**config.mk**
```make
export PLATFORM = sky130hd
export DESIGN_NAME = instr_prefetch
export DESIGN_NICKNAME = d
export VERILOG_FILES = /design/src/rtl/riscv_pkg.sv /design/src/rtl/sync_fifo.sv /design/src/rtl/instr_prefetch.sv
export SDC_FILE = /design/constraint.sdc
export NUM_CORES = 1
export LEC_CHECK = 0
export ABC_AREA = 1
export ABC_CLOCK_PERIOD_IN_PS = 12200
export CORE_ASPECT_RATIO = 1.5
export CORE_MARGIN = 10
export CORE_UTILIZATION = 28
export CTS_BUF_LIST = sky130_fd_sc_hd__clkbuf_4 sky130_fd_sc_hd__clkbuf_8 sky130_fd_sc_hd__clkbuf_16
export CTS_CLUSTER_DIAMETER = 120
export DETAILED_ROUTE_END_ITERATION = 8
export HOLD_SLACK_MARGIN = 0.08
export PLACE_DENSITY_LB_ADDON = 0.15
export SYNTH_ARGS = -nofsm -noshare
export SYNTH_HDL_FRONTEND = slang
export SYNTH_SLANG_ARGS = --single-unit
```
**constraint.sdc**
```tcl
create_clock -name clk -period 12.2 [get_ports clk]
set_input_delay 1.83 -clock clk [delete_from_list [all_inputs] [get_ports clk]]
set_output_delay 1.83 -clock clk [all_outputs]
set_load 0.05 [all_outputs]
```
**src/rtl/riscv_pkg.sv**
```systemverilog
// riscv_pkg: shared fetch widths and constants, plus the layout of one prefetch-queue entry.
package riscv_pkg;
  localparam int XLEN = 32;
  localparam int ILEN = 32;
  localparam logic [XLEN-1:0] PC_INC = 32'd4;
  localparam logic [ILEN-1:0] NOP = 32'h0000_0013;
  typedef struct packed {
    logic [XLEN-1:0] pc;
    logic [ILEN-1:0] instr;
  } fetch_entry_t;
endpackage

```
**src/rtl/sync_fifo.sv**
```systemverilog
// sync_fifo: single-clock FIFO with synchronous flush and active-low reset.
// A push while full is taken when a pop happens in the same cycle.
module sync_fifo #(
  parameter int WIDTH = 32,
  parameter int DEPTH = 4
) (
  input  logic                   clk,
  input  logic                   reset,
  input  logic                   flush_i,
  input  logic                   push_i,
  input  logic [WIDTH-1:0]       wdata_i,
  input  logic                   pop_i,
  output logic [WIDTH-1:0]       rdata_o,
  output logic [$clog2(DEPTH):0] count_o
);
  localparam int AW = $clog2(DEPTH);
  localparam int CW = AW + 1;
  logic [WIDTH-1:0] mem_q [DEPTH];
  logic [AW-1:0] rd_q, rd_d, wr_q, wr_d;
  logic [CW-1:0] cnt_q, cnt_d;
  logic do_push, do_pop;
  assign do_pop = pop_i && cnt_q != '0;
  assign do_push = push_i && (cnt_q != CW'(DEPTH) || do_pop);
  always_comb begin
    rd_d = rd_q + AW'(do_pop);
    wr_d = wr_q + AW'(do_push);
    cnt_d = cnt_q + CW'(do_push) - CW'(do_pop);
  end
  always_ff @(posedge clk) begin
    if (!reset || flush_i) begin
      rd_q <= '0;
      wr_q <= '0;
      cnt_q <= '0;
    end else begin
      rd_q <= rd_d;
      wr_q <= wr_d;
      cnt_q <= cnt_d;
    end
  end
  always_ff @(posedge clk) begin
    if (do_push) mem_q[wr_q] <= wdata_i;
  end
  assign rdata_o = mem_q[rd_q];
  assign count_o = cnt_q;
endmodule

```
**src/rtl/instr_prefetch.sv**
```systemverilog
// instr_prefetch: credit-limited instruction prefetcher; requests are tagged with their pc in order,
// and responses still owed to requests issued before a redirect are counted off and dropped.
module instr_prefetch
  import riscv_pkg::*;
#(
  parameter int              DEPTH    = 4,
  parameter logic [XLEN-1:0] RESET_PC = 32'h0000_0000
) (
  input  logic            clk,
  input  logic            reset,
  output logic            imem_req_valid,
  input  logic            imem_req_ready,
  output logic [XLEN-1:0] imem_req_addr,
  input  logic            imem_rsp_valid,
  input  logic [ILEN-1:0] imem_rsp_data,
  input  logic            branch_taken,
  input  logic [XLEN-1:0] branch_target,
  output logic            out_valid,
  input  logic            out_ready,
  output logic [XLEN-1:0] out_pc,
  output logic [ILEN-1:0] out_instr
);
  localparam int CW = $clog2(DEPTH) + 1;
  logic [XLEN-1:0] fpc_q, fpc_d, tag;
  logic [CW-1:0] outst_q, outst_d, drop_q, drop_d, q_cnt, tag_cnt;
  logic accept, discard, keep, pop;
  fetch_entry_t head;
  // queue slots plus in-flight requests never exceed DEPTH, so a response always has room
  assign imem_req_valid = reset && (q_cnt + outst_q) < CW'(DEPTH);
  assign imem_req_addr = fpc_q;
  assign accept = imem_req_valid && imem_req_ready;
  assign discard = imem_rsp_valid && drop_q != '0;
  assign keep = imem_rsp_valid && !discard && !branch_taken && tag_cnt != '0;
  assign out_valid = reset && q_cnt != '0;
  assign pop = out_valid && out_ready && !branch_taken;
  assign out_pc = out_valid ? head.pc : '0;
  assign out_instr = out_valid ? head.instr : (reset ? NOP : '0);
  always_comb begin
    fpc_d = branch_taken ? (branch_target & ~32'h3) : fpc_q + (accept ? PC_INC : '0);
    outst_d = outst_q + CW'(accept) - CW'(imem_rsp_valid);
    drop_d = branch_taken ? outst_d : drop_q - CW'(discard);
  end
  always_ff @(posedge clk) begin
    if (!reset) begin
      fpc_q <= RESET_PC;
      outst_q <= '0;
      drop_q <= '0;
    end else begin
      fpc_q <= fpc_d;
      outst_q <= outst_d;
      drop_q <= drop_d;
    end
  end
  sync_fifo #(.WIDTH(XLEN), .DEPTH(DEPTH)) u_tag_fifo (
    .clk     (clk),
    .reset   (reset),
    .flush_i (branch_taken),
    .push_i  (accept && !branch_taken),
    .wdata_i (fpc_q),
    .pop_i   (keep),
    .rdata_o (tag),
    .count_o (tag_cnt)
  );
  sync_fifo #(.WIDTH($bits(fetch_entry_t)), .DEPTH(DEPTH)) u_queue (
    .clk     (clk),
    .reset   (reset),
    .flush_i (branch_taken),
    .push_i  (keep),
    .wdata_i ({tag, imem_rsp_data}),
    .pop_i   (pop),
    .rdata_o (head),
    .count_o (q_cnt)
  );
endmodule
```
Yosys cells after proc, flatten, opt, wreduce, memory -nomap -nowiden
Memory sizes are Yosys's and may differ from the RTL's. A register that Yosys moved wholly into a read port is not among the register bits.
Index checks and enable logic that the tools add are counted.
{"block": "totals", "ram_bits": 384, "memories": 2, "in_bits": 70, "output_inout_bits": 98, "reg_bits": 52}
{"memory": "u_queue.mem_q", "depth": 4, "word_bits": 64, "rd": 1, "rd_clocked_by_memory_dff": 1, "wr": 1, "line": "sync_fifo.sv:18", "rtl": "logic [WIDTH-1:0] mem_q [DEPTH];"}
{"memory": "u_tag_fifo.mem_q", "depth": 4, "word_bits": 32, "rd": 1, "rd_clocked_by_memory_dff": 1, "wr": 1, "line": "sync_fifo.sv:18"}
{"block": "classes", "reduce_logical": 24, "n_eq_ne": 2, "n_bitwise": 1, "n_lt_le_gt_ge": 1, "muxes": 12, "n_addsub": 13}
{"operator": "$mux W32", "n": 3}
{"operator": "$add A32 B3 Y32", "n": 1}
{"operator": "$logic_and A1 B1 Y1", "n": 14}
{"operator": "$sub A3 B1 Y3", "n": 4}
{"operator": "$add A3 B1 Y3", "n": 3}
{"operator": "$reduce_bool A3 Y1", "n": 3}
{"operator": "$add A2 B1 Y2", "n": 4}
{"operator": "$mux W3", "n": 2}
{"operator": "$ne A3 B3 Y1 const B", "n": 2}
{"operator": "$mux W5", "n": 1}
{"operator": "$mux W1", "n": 4}
{"operator": "$mux W2", "n": 2}
{"operator": "$add A3 B3 Y3", "n": 1}
{"operator": "$logic_not A1 Y1", "n": 3}
{"operator": "$logic_or A1 B1 Y1", "n": 3}
{"operator": "$lt A3 B3 Y1 const B", "n": 1}
{"operator": "$reduce_or A2 Y1", "n": 1}
{"operator": "$not A1 Y1", "n": 1}

Depth between registers and ports, before layout
{"block": "depth", "word_depth": 11, "ltp_mapped": 18, "depth_no_buf": 18}

Cells and area by module
A second synthesis with hierarchy kept.
{"block": "unflattened", "cells_unflattened": 1739, "hier_area_um2": 18821.8}
{"module": "sync_fifo (u_queue)", "cells_each": 799, "area_per_inst_um2": 10369.9, "seq_area_each_um2": 7827.5, "instances": 1}
{"module": "sync_fifo (u_tag_fifo)", "cells_each": 426, "area_per_inst_um2": 5447.7, "seq_area_each_um2": 3983.8, "instances": 1}
{"module": "instr_prefetch", "cells_each": 514, "area_per_inst_um2": 3004.1, "seq_area_each_um2": 720.7, "instances": 1}

Worst setup path before layout
OpenSTA, ideal clock, no wires.
{"block": "synth_timing", "path_kind": "input -> register", "from": "input port branch_taken", "to": "memory u_queue.mem_q[0][0] in the netlist's numbering, enable pin", "slack_ns": 4.962, "t_arrival_ns": 6.679, "path_stages": 4, "required_time_ns": 11.641, "path_buffers": 1, "cell_sequence": "buf_2 > nor3_1 > o21ai_1 > nor3_1"}
{"block": "synth_between", "elab_chain_cells": 7, "elab_cells_between_ends": 9, "cone_classes": "2 x mux; 7 x reduce/logical"}
{"item": "start: declaration", "line": "instr_prefetch.sv:16", "rtl": "input logic branch_taken,"}
{"item": "$logic_not A1 Y1 (*)", "line": "instr_prefetch.sv:33, instr_prefetch.sv:35"}
{"item": "$logic_and A1 B1 Y1", "line": "instr_prefetch.sv:35", "rtl": "assign pop = out_valid && out_ready && !branch_taken;"}
{"item": "$logic_and A1 B1 Y1", "line": "sync_fifo.sv:22", "rtl": "assign do_pop = pop_i && cnt_q != '0;"}
{"item": "$logic_or A1 B1 Y1", "line": "sync_fifo.sv:23", "rtl": "assign do_push = push_i && (cnt_q != CW'(DEPTH) || do_pop);"}
{"item": "$logic_and A1 B1 Y1 (*)", "line": "sync_fifo.sv:23"}
{"item": "$mux W1 (*)", "line": "sync_fifo.sv:41", "rtl": "if (do_push) mem_q[wr_q] <= wdata_i;"}
{"item": "$mux W1 (implied by the code) (*)", "line": "sync_fifo.sv:41"}
{"item": "end: declaration", "line": "sync_fifo.sv:18"}
Mark *: on every way between the ends. The rest lies on a longest branch, timed or not.

Worst setup path in the final report
{"block": "layout_timing", "from": "input port reset", "to": "output port out_pc[19]"}
{"block": "layout_between", "elab_chain_cells": 2}
{"item": "start: declaration", "line": "instr_prefetch.sv:10", "rtl": "input logic reset,"}
{"item": "$logic_and A1 B1 Y1", "line": "instr_prefetch.sv:34", "rtl": "assign out_valid = reset && q_cnt != '0;"}
{"item": "$mux W32", "line": "instr_prefetch.sv:36", "rtl": "assign out_pc = out_valid ? head.pc : '0;"}
{"item": "end: declaration", "line": "instr_prefetch.sv:20", "rtl": "output logic [XLEN-1:0] out_pc,"}
No other way between the ends.

==> reports/qor.yml <==
placed_design:
  place_hpwl_um: 27900
  place.gp.congestion: 0.740
  post-place-ws_ps: 5090
  io_buffers: 161
  placed_area_um2: 19600
pwr:
  leakagePower_nw: 7.40
  switching_share: 0.216
  switching_power_mw: 0.669
  total_power_mw: 3.10
  ir_drop_mv: 0.0916
  clkPwrFrac: 0.426
  p_comb_frac: 0.055
  p_seq_frac: 0.519
  p_int_mw: 2.43
  powerDensity_nw_per_um2: 147
global_route:
  gr-total-overflow: 0
  grt_pass1_wl_um: 69500
  grt_antenna_before_repair: 0
  grt_pass1_vias: 11300
  grtUsageTotal: 0.124
  grt_max_degree: 72
setup_path:
  startpoint_type: "input port"
  required_ps: 10370
  worst-path-max-fanout: 39
  crit_path_end_kind: "output port"
  crit_arrival_ps: 5080
  worstSetupPathType: "in2out"
clock_tree:
  cts-buffers-inserted: 43
  clk_latency_ps: 540
  hold_buffers: 0
  cts_resized: 0
  cts_sinks: 418
  cts_setup_buffers: 0
  cts_buffer_depth: 3
  clockRootBuffer: "clkbuf_16"
  clkTransAtPathRegs_ps: 60
  cts_max_level: 2
  cts_tree: "done"
logic_synthesis:
  ys_ff_latch: 418
  synth_cell_types: 36
  synthCells: 1522
  yosys.area_share.simple: 0.141
  yosysMostFrequentCell: "nor2_1"
  yosys-top-cells-count: "376 x nor2_1, 368 x edfxtp_1, 200 x o21ai_0"
  yosys.area.top_type_share: 0.644
  ys_top_cells_by_area: "edfxtp_1 64%, nor2_1 8.2%, dfxtp_1 5.8%"
  yosys_warnings: 0
  synth_compound_area_frac: 0.0935
  synthArstFlopShare: 0
  synth_largest_area_cell: "edfxtp_1"
  syn_area_per_cell_um2: 11.3
  synth_area_um2: 17200
  synth_xor_area_frac: 0.00715
  synth_top_family_by_area: "simple AND/OR/NAND/NOR gates"
  yosysSeqAreaShare: 0.702
  synth_flop_cell: "edfxtp_1"
  synthMuxAreaShare: 0
  synth-adder-area-share: 0.0144
  synth_edf_count: 368
cells_and_area:
  nFillCells: 6073
  diodes: 0
  layout-drive-gt1-share: 0.0763
  area_growth_pct: 22.6
  nets: 1759
  design_area_um2: 21000
sta:
  fmax_ghz: 0.145
  fin_tns_setup_ps: 0
  post-route-period-util: 0.567
  slew_viol_final: 0
  rsz0062_at_grt: "false"
  slew_headroom: 0.279
  worst_pin_slew_ps: 1080
  skew_ps: 13.1
  setup_ws_ps: 5290
  fin_crit_ps: 6910
  finalSetupViolations: 0
  finalHoldViolations: 0
detailed_routing:
  viasPerCell: 4.48
  first_pass_iters: 4
  num_vias: 11200
  drc: 0
  finalWirelength_um: 46000
  drtAntennaViolNets: 0
  drt_iter0_markers: 628
  wire_per_inst_um: 18.4
floorplanning:
  die_w_um: 222
  fp.coreArea_um2: 61000
  start_util: 0.281
  rows: 111
  ios: 168
  dieArea_um2: 71800
  dieHeight_um: 323
run:
  drv_cap: 0
worst_hold_path:
  hold_path.class: "reg2reg"
outcome:
  outcome: "complete, no violations"
-- kinds of logic (layout without fill, tap and decap cells) --
family,after synthesis,count (layout)
buf+inv,173,352
fa+ha+maj,18,18
simple gates,588,588
flops,418,418
xor+xnor,14,14
compound gates,310,310
other cells,1,4
-- cell usage in the layout, fill, tap and decap left out, types with 2 or more instances in the layout --
master	n
nand2_4	4
xnor2_1	10
bufinv_16	4
clkbuf_4	12
nor3_2	5
clkinv_1	8
clkinvlp_4	2
conb_1	4
nand2_1	145
nand4_1	2
fa_1	3
o21ai_0	200
nor3_1	4
ha_1	15
clkdlybuf4s50_1	161
buf_4	20
a22oi_1	2
dfxtp_1	48
nand3_1	34
nor2_8	4
edfxtp_1	368
inv_1	85
nor2_2	8
xor2_1	4
o21ai_1	5
nor2_1	372
a21oi_1	67
nand2_2	2
inv_2	5
nor2_4	5
clkbuf_16	45
o22ai_1	30
a31oi_1	4
clkinv_2	9
-- flip-flops by register name, summed over array words and instances (netlist names) --
signal	count
u_queue.count_o	3
u_tag_fifo.rd_q	2
u_queue.mem_q	248
u_queue.rd_q	2
imem_req_addr	30
u_queue.wr_q	2
u_tag_fifo.mem_q	120
u_tag_fifo.wr_q	2
u_tag_fifo.count_o	3
outst_q	3
drop_q	3
-- routing by layer --
layer  GRT usage  vias to the layer above  wire (um)
met5           0                        -          0
met4      0.0371                        0       1030
met3      0.0215                       67       1850
met2       0.227                      206      23600
met1       0.146                     5367      19500
li1            -                     5537          -
-- worst max-delay path: stages --
cell and delay (ps):
clkdlybuf4s50_1 450, buf_4 310, inv_2 240, nor2_2 190
clkinv_2 320, buf_4 440, a21oi_1 360, clkdlybuf4s50_1 880
-- worst paths after layout --
| path | slack [ps] | cells after the start | to | from |
|---|---|---|---|---|
| worst max-delay path | 5290 | 8 | out_pc[19] | reset |
| worst min-delay path | 510 | 2 | u_tag_fifo.count_o[2]$_SDFF_PP0_ | u_tag_fifo.count_o[2]$_SDFF_PP0_ |
| worst max register to register | 9290 | 7 | u_queue.mem_q[1][6]$_DFFE_PP_ | drop_q[1]$_SDFF_PN0_ |
| worst min register to register | 510 | 2 | u_tag_fifo.count_o[2]$_SDFF_PP0_ | u_tag_fifo.count_o[2]$_SDFF_PP0_ |
-- stage by stage --
stage                     hold WS, ps   util  cells
final                             511  0.345   2495
after global routing              533  0.345   2495
after CTS                         508  0.345   2495
after detailed placement          499  0.322   2417
after global placement            477  0.322   2417
after floorplan                   460      -   1525
-- power groups by stage --
stage / Combinational (mW) / Sequential [mW] / Clock [mW]
CTS: 0.173 / 1.61 / 1.37
finish: 0.170 / 1.61 / 1.32
floorplan: 0.0762 / 1.66 / 0
detailed placement: 0.172 / 1.64 / 0
global route: 0.188 / 1.61 / 1.42
global placement: 0.171 / 1.64 / 0
-- layout make-up --
class	instances	area (um2)	share of cell area
Multi-Input combinational cell	934	4450	0.212
Tap cell	791	990	0.0471
Clock inverter	21	204	0.00970
Timing Repair Buffer	181	1760	0.0838
Clock buffer	57	1220	0.0578
Inverter	93	353	0.0168
Sequential cell	418	12100	0.573
Power figures use the tool's default switching activity.
==> patch 1: new RTL, same flow settings <==
Reset style: asynchronous (`reset`), changed in one clocked block. Comments in the files are not updated.
--- a/src/rtl/instr_prefetch.sv
+++ b/src/rtl/instr_prefetch.sv
@@ -40,7 +40,7 @@
     outst_d = outst_q + CW'(accept) - CW'(imem_rsp_valid);
     drop_d = branch_taken ? outst_d : drop_q - CW'(discard);
   end
-  always_ff @(posedge clk) begin
+  always_ff @(posedge clk or negedge reset) begin
     if (!reset) begin
       fpc_q <= RESET_PC;
       outst_q <= '0;
Behaviour: differs if reset is asserted again (counterexample within 4 cycles, from zero or initial values and one cycle with reset low); with reset held inactive, the same outputs for 4 cycles.
==> patch 1 against the unedited design <==
- sequential cell count stayed put
- synthesized area is 0.15% lower
- design area down 0.50%
- wire length decreased by 1.2%
- worst setup slack better by 0.76 ns
- global-route usage shrank 0.15 points
- first-iteration DRC count is 9.2% lower
- fmax is 12% higher
- power up 0.11%
- combinational power up 12%
- critical endpoint is now out_pc[15]
==> patch 1: results (changes against the unedited design) <==
metric	value	unit	change
yosys.area_share.xor_xnor	0.869	%	was 0.715%
finalNetCount	1721		was 1759
firstDrtPassIters	5		was 4
postSynth.asyncResetShare	8.61	%	was 0%
drive_gt1_share	7.62	%	was 7.63%
route.met3.wl	2100	um	was 1850 um
place_congestion	0.781		was 0.740
leakagePower	7.30	nW	was 7.40 nW
reg2reg_to	u_queue.mem_q[2][10]		was u_queue.mem_q[1][6]
whs	0.546	ns	was 0.511 ns
dp_cells	2380		was 2417
ys_seq_area_share	71.4	%	was 70.2%
reg2reg_slack	9.07	ns	was 9.29 ns
dp_worst_setup_slack	5.96	ns	was 5.09 ns
routed_wl	45400	um	was 46000 um
vdd_drop_max	0.0000790	V	was 0.0000916 V
use_met2	22.4	%	was 22.7%
cts_buffers	42		was 43
postLayoutCoreUtil	34.4	%	was 34.5%
grtUsageMet3	2.41	%	was 2.15%
worstSetupEndpoint	out_pc[15]		was out_pc[19]
path_max_fanout	34		was 39
fin_crit	6.15	ns	was 6.91 ns
yosys-top-cells-area	edfxtp_1, nor2_1, o21ai_0, dfrtp_1, nand2_1		was edfxtp_1, nor2_1, dfxtp_1, o21ai_0, nand2_1
rr_startpoint	drop_q[2]		was drop_q[1]
max_stage_delay	0.78	ns	was 0.88 ns
reg2reg_depth	8		was 7
via_count	11100		was 11200
grt_max_degree	90		was 72
skew	0.0153	ns	was 0.0131 ns
grt_use_total	12.3	%	was 12.4%
met2_wirelength	23400	um	was 23600 um
avgSynthCellArea	11.6	um2	was 11.3 um2
status	completed		unchanged
crit_arrival	4.32	ns	was 5.08 ns
max_slew_margin	27.4	%	was 27.9%
==> patch 1: cell count changes after synthesis, moves of 6 or more <==
cell and change:
nand3_1 -10, o21ai_0 -6, nand2_1 +21, inv_1 -22
dfrtp_1 +36, dfxtp_1 -36
==> patch 1: power by group through the flow <==
stage	sequential [mW]	combinational, mW	clock, mW
final	1.63	0.190	1.29
after global routing	1.63	0.213	1.39
after CTS	1.63	0.195	1.34
after detailed placement	1.66	0.194	0
after global placement	1.65	0.190	0
after floorplan	1.68	0.0826	0
==> patch 1: cell type report <==
type                    count  area share [%]
flip-flops and latches    418            58.5
multi-input cells         923            20.6
repair buffers            180            8.33
clock buffers              61            5.91
well taps                 791            4.73
inverters                  68            1.23
clock inverters            16           0.741
==> patch 1: tightest hold or removal path, delay by kind of cell, from the launching register on <==
kind	cells	cell delay, ns
AOI/OAI and AO/OA	1	0.07
buffers and inverters	1	0.11
DFF	1	0.32
==> patch 2: new RTL, same flow settings <==
Made on the original files. `ILEN`: 32 -> 16.
--- a/src/rtl/riscv_pkg.sv
+++ b/src/rtl/riscv_pkg.sv
@@ -1,7 +1,7 @@
 // riscv_pkg: shared fetch widths and constants, plus the layout of one prefetch-queue entry.
 package riscv_pkg;
   localparam int XLEN = 32;
-  localparam int ILEN = 32;
+  localparam int ILEN = 16;
   localparam logic [XLEN-1:0] PC_INC = 32'd4;
   localparam logic [ILEN-1:0] NOP = 32'h0000_0013;
   typedef struct packed {
Interface: changed (resized imem_rsp_data and out_instr); port bits go from 168 to 136. No check against the original RTL was run, so the function may have changed too.
==> patch 2 against the unedited design <==
- wire length shrank 15%
- global-route usage grew 0.059 points
- synthesized cell count down 13%
- synthesized area down 15%
- critical path type unchanged
- design area decreased by 15%
- power decreased by 12%
- sequential cell count fell by 64
- highest routed layer unchanged
- worst setup slack better by 0.082 ns
- critical endpoint is now out_pc[8]
==> patch 2: results (changes against the unedited design) <==
metric	value	unit	change
synthTopCellsByCount	nor2_1, edfxtp_1, o21ai_0		unchanged
dr.first_iter.drc_count	353		was 628
synth-compound-area-share	9.24	%	was 9.35%
vdd_drop_max	0.0000866	V	was 0.0000916 V
hold_path_class	flip-flop to flip-flop		unchanged
whs	0.503	ns	was 0.511 ns
post_cts_buffers	0		unchanged
grt_pass1_vias	9855		was 11300
status	completed		unchanged
synth_cell_type_count	31		was 36
cts_root_buffer	clkbuf_16		unchanged
synth_mux_area_share	0	%	unchanged
final_cells	2152		was 2495
reg2reg_slack	9.37	ns	was 9.29 ns
io_buffers	129		was 161
postSynthCellCount	1326		was 1522
via_count	9643		was 11200
yosys.area_share.xor_xnor	1.02	%	was 0.715%
path_max_fanout	43		was 39
htree_num_levels	2		unchanged
hold_depth	2		unchanged
insertion_delay	0.53	ns	
yosys_warnings	0		unchanged
reg2reg_depth	17		was 7
firstDrtPassIters	6		was 4
skew	0.0167	ns	was 0.0131 ns
reg2reg_to	drop_q[2]		was u_queue.mem_q[1][6]
worst_pin_slew	1.02	ns	was 1.08 ns
crit_slowest_cell	clkdlybuf4s50_1		unchanged
grt_max_degree	93		was 72
wl_per_cell	18.1	um	was 18.4 um
ys_seq_area_share	69.4	%	was 70.2%
min-delay-start	u_tag_fifo.count_o[2]		unchanged
crit_arrival	5.00	ns	was 5.08 ns
synth_edf_count	304		was 368
dp_cells	2084		was 2417
drive_gt1_share	7.59	%	was 7.63%
hpwl	23700	um	was 27900 um
grt_use_total	12.5	%	was 12.4%
n_antenna_cell	0		unchanged
cts_resized	0		unchanged
dp_worst_setup_slack	5.23	ns	was 5.09 ns
leakagePower	6.25	nW	was 7.40 nW
max_stage_delay	0.87	ns	
place_congestion	0.722		was 0.740
yosys-top-cells-area	edfxtp_1, nor2_1, dfxtp_1, o21ai_0, nand2_1		unchanged
finalNetCount	1519		was 1759
postSynth.asyncResetShare	0	%	unchanged
synthAdderAreaFrac	1.70	%	was 1.44%
antenna_found_initial	0		unchanged
largest-register	u_queue.mem_q		unchanged
rr_startpoint	u_queue.count_o[1]		was drop_q[1]
cts_buffers	37		was 43
largest_reg_flops	184		was 248
clk_pin_slew_worst_paths	0.06	ns	about the same
placed_area	16600	um2	was 19600 um2
grt_pass1_wl	59200	um	was 69500 um
==> patch 2: layer usage <==
layer	track usage (%)	vias up	part of all wire, %
met3	2.17	56	3.9
met4	4.22	0	2.7
met5	0	-	0
li1	-	4771	-
met2	22.7	178	51
met1	14.3	4638	42
==> patch 2: power by group <==
part	leakage (nW)	internal, mW	total, mW	switching [mW]
registers	3.17	1.34	1.36	0.0247
clock network	0.648	0.744	1.22	0.476
logic	2.43	0.0561	0.152	0.0962
==> patch 2: logic make-up after synthesis <==
logic type / Yosys count
AND/OR/NAND/NOR: 518
flip-flops: 354
AO/OA/AOI/OAI: 260
buffers and inverters: 158
adder cells (fa/ha/maj): 18
XOR/XNOR: 17
other: 1
==> patch 2: area by class of cell <==
| cell class | instances | area, um2 |
|---|---|---|
| sequential | 354 | 10100 |
| tap | 676 | 846 |
| inverter | 91 | 343 |
| clock buffer | 48 | 1060 |
| multi-input combinational | 817 | 3870 |
| fill | 5226 | 33600 |
| timing repair buffer | 146 | 1420 |
| clock inverter | 20 | 270 |
==> patch 2: how the worst max path moves through the flow <==
stage	to	slack, ns	cells after the start
floorplan	u_queue.mem_q[0][0]	6.09	6
global placement	out_pc[19]	5.18	7
detailed placement	out_pc[19]	5.23	7
CTS	out_pc[19]	5.22	7
global route	out_pc[8]	5.14	7
finish	out_pc[8]	5.37	7
==> patch 2: critical path, delay by kind of cell <==
kind            cells  cell delay (ns)
compound gates      1             0.36
buf+inv             5             2.49
simple gates        1             0.28
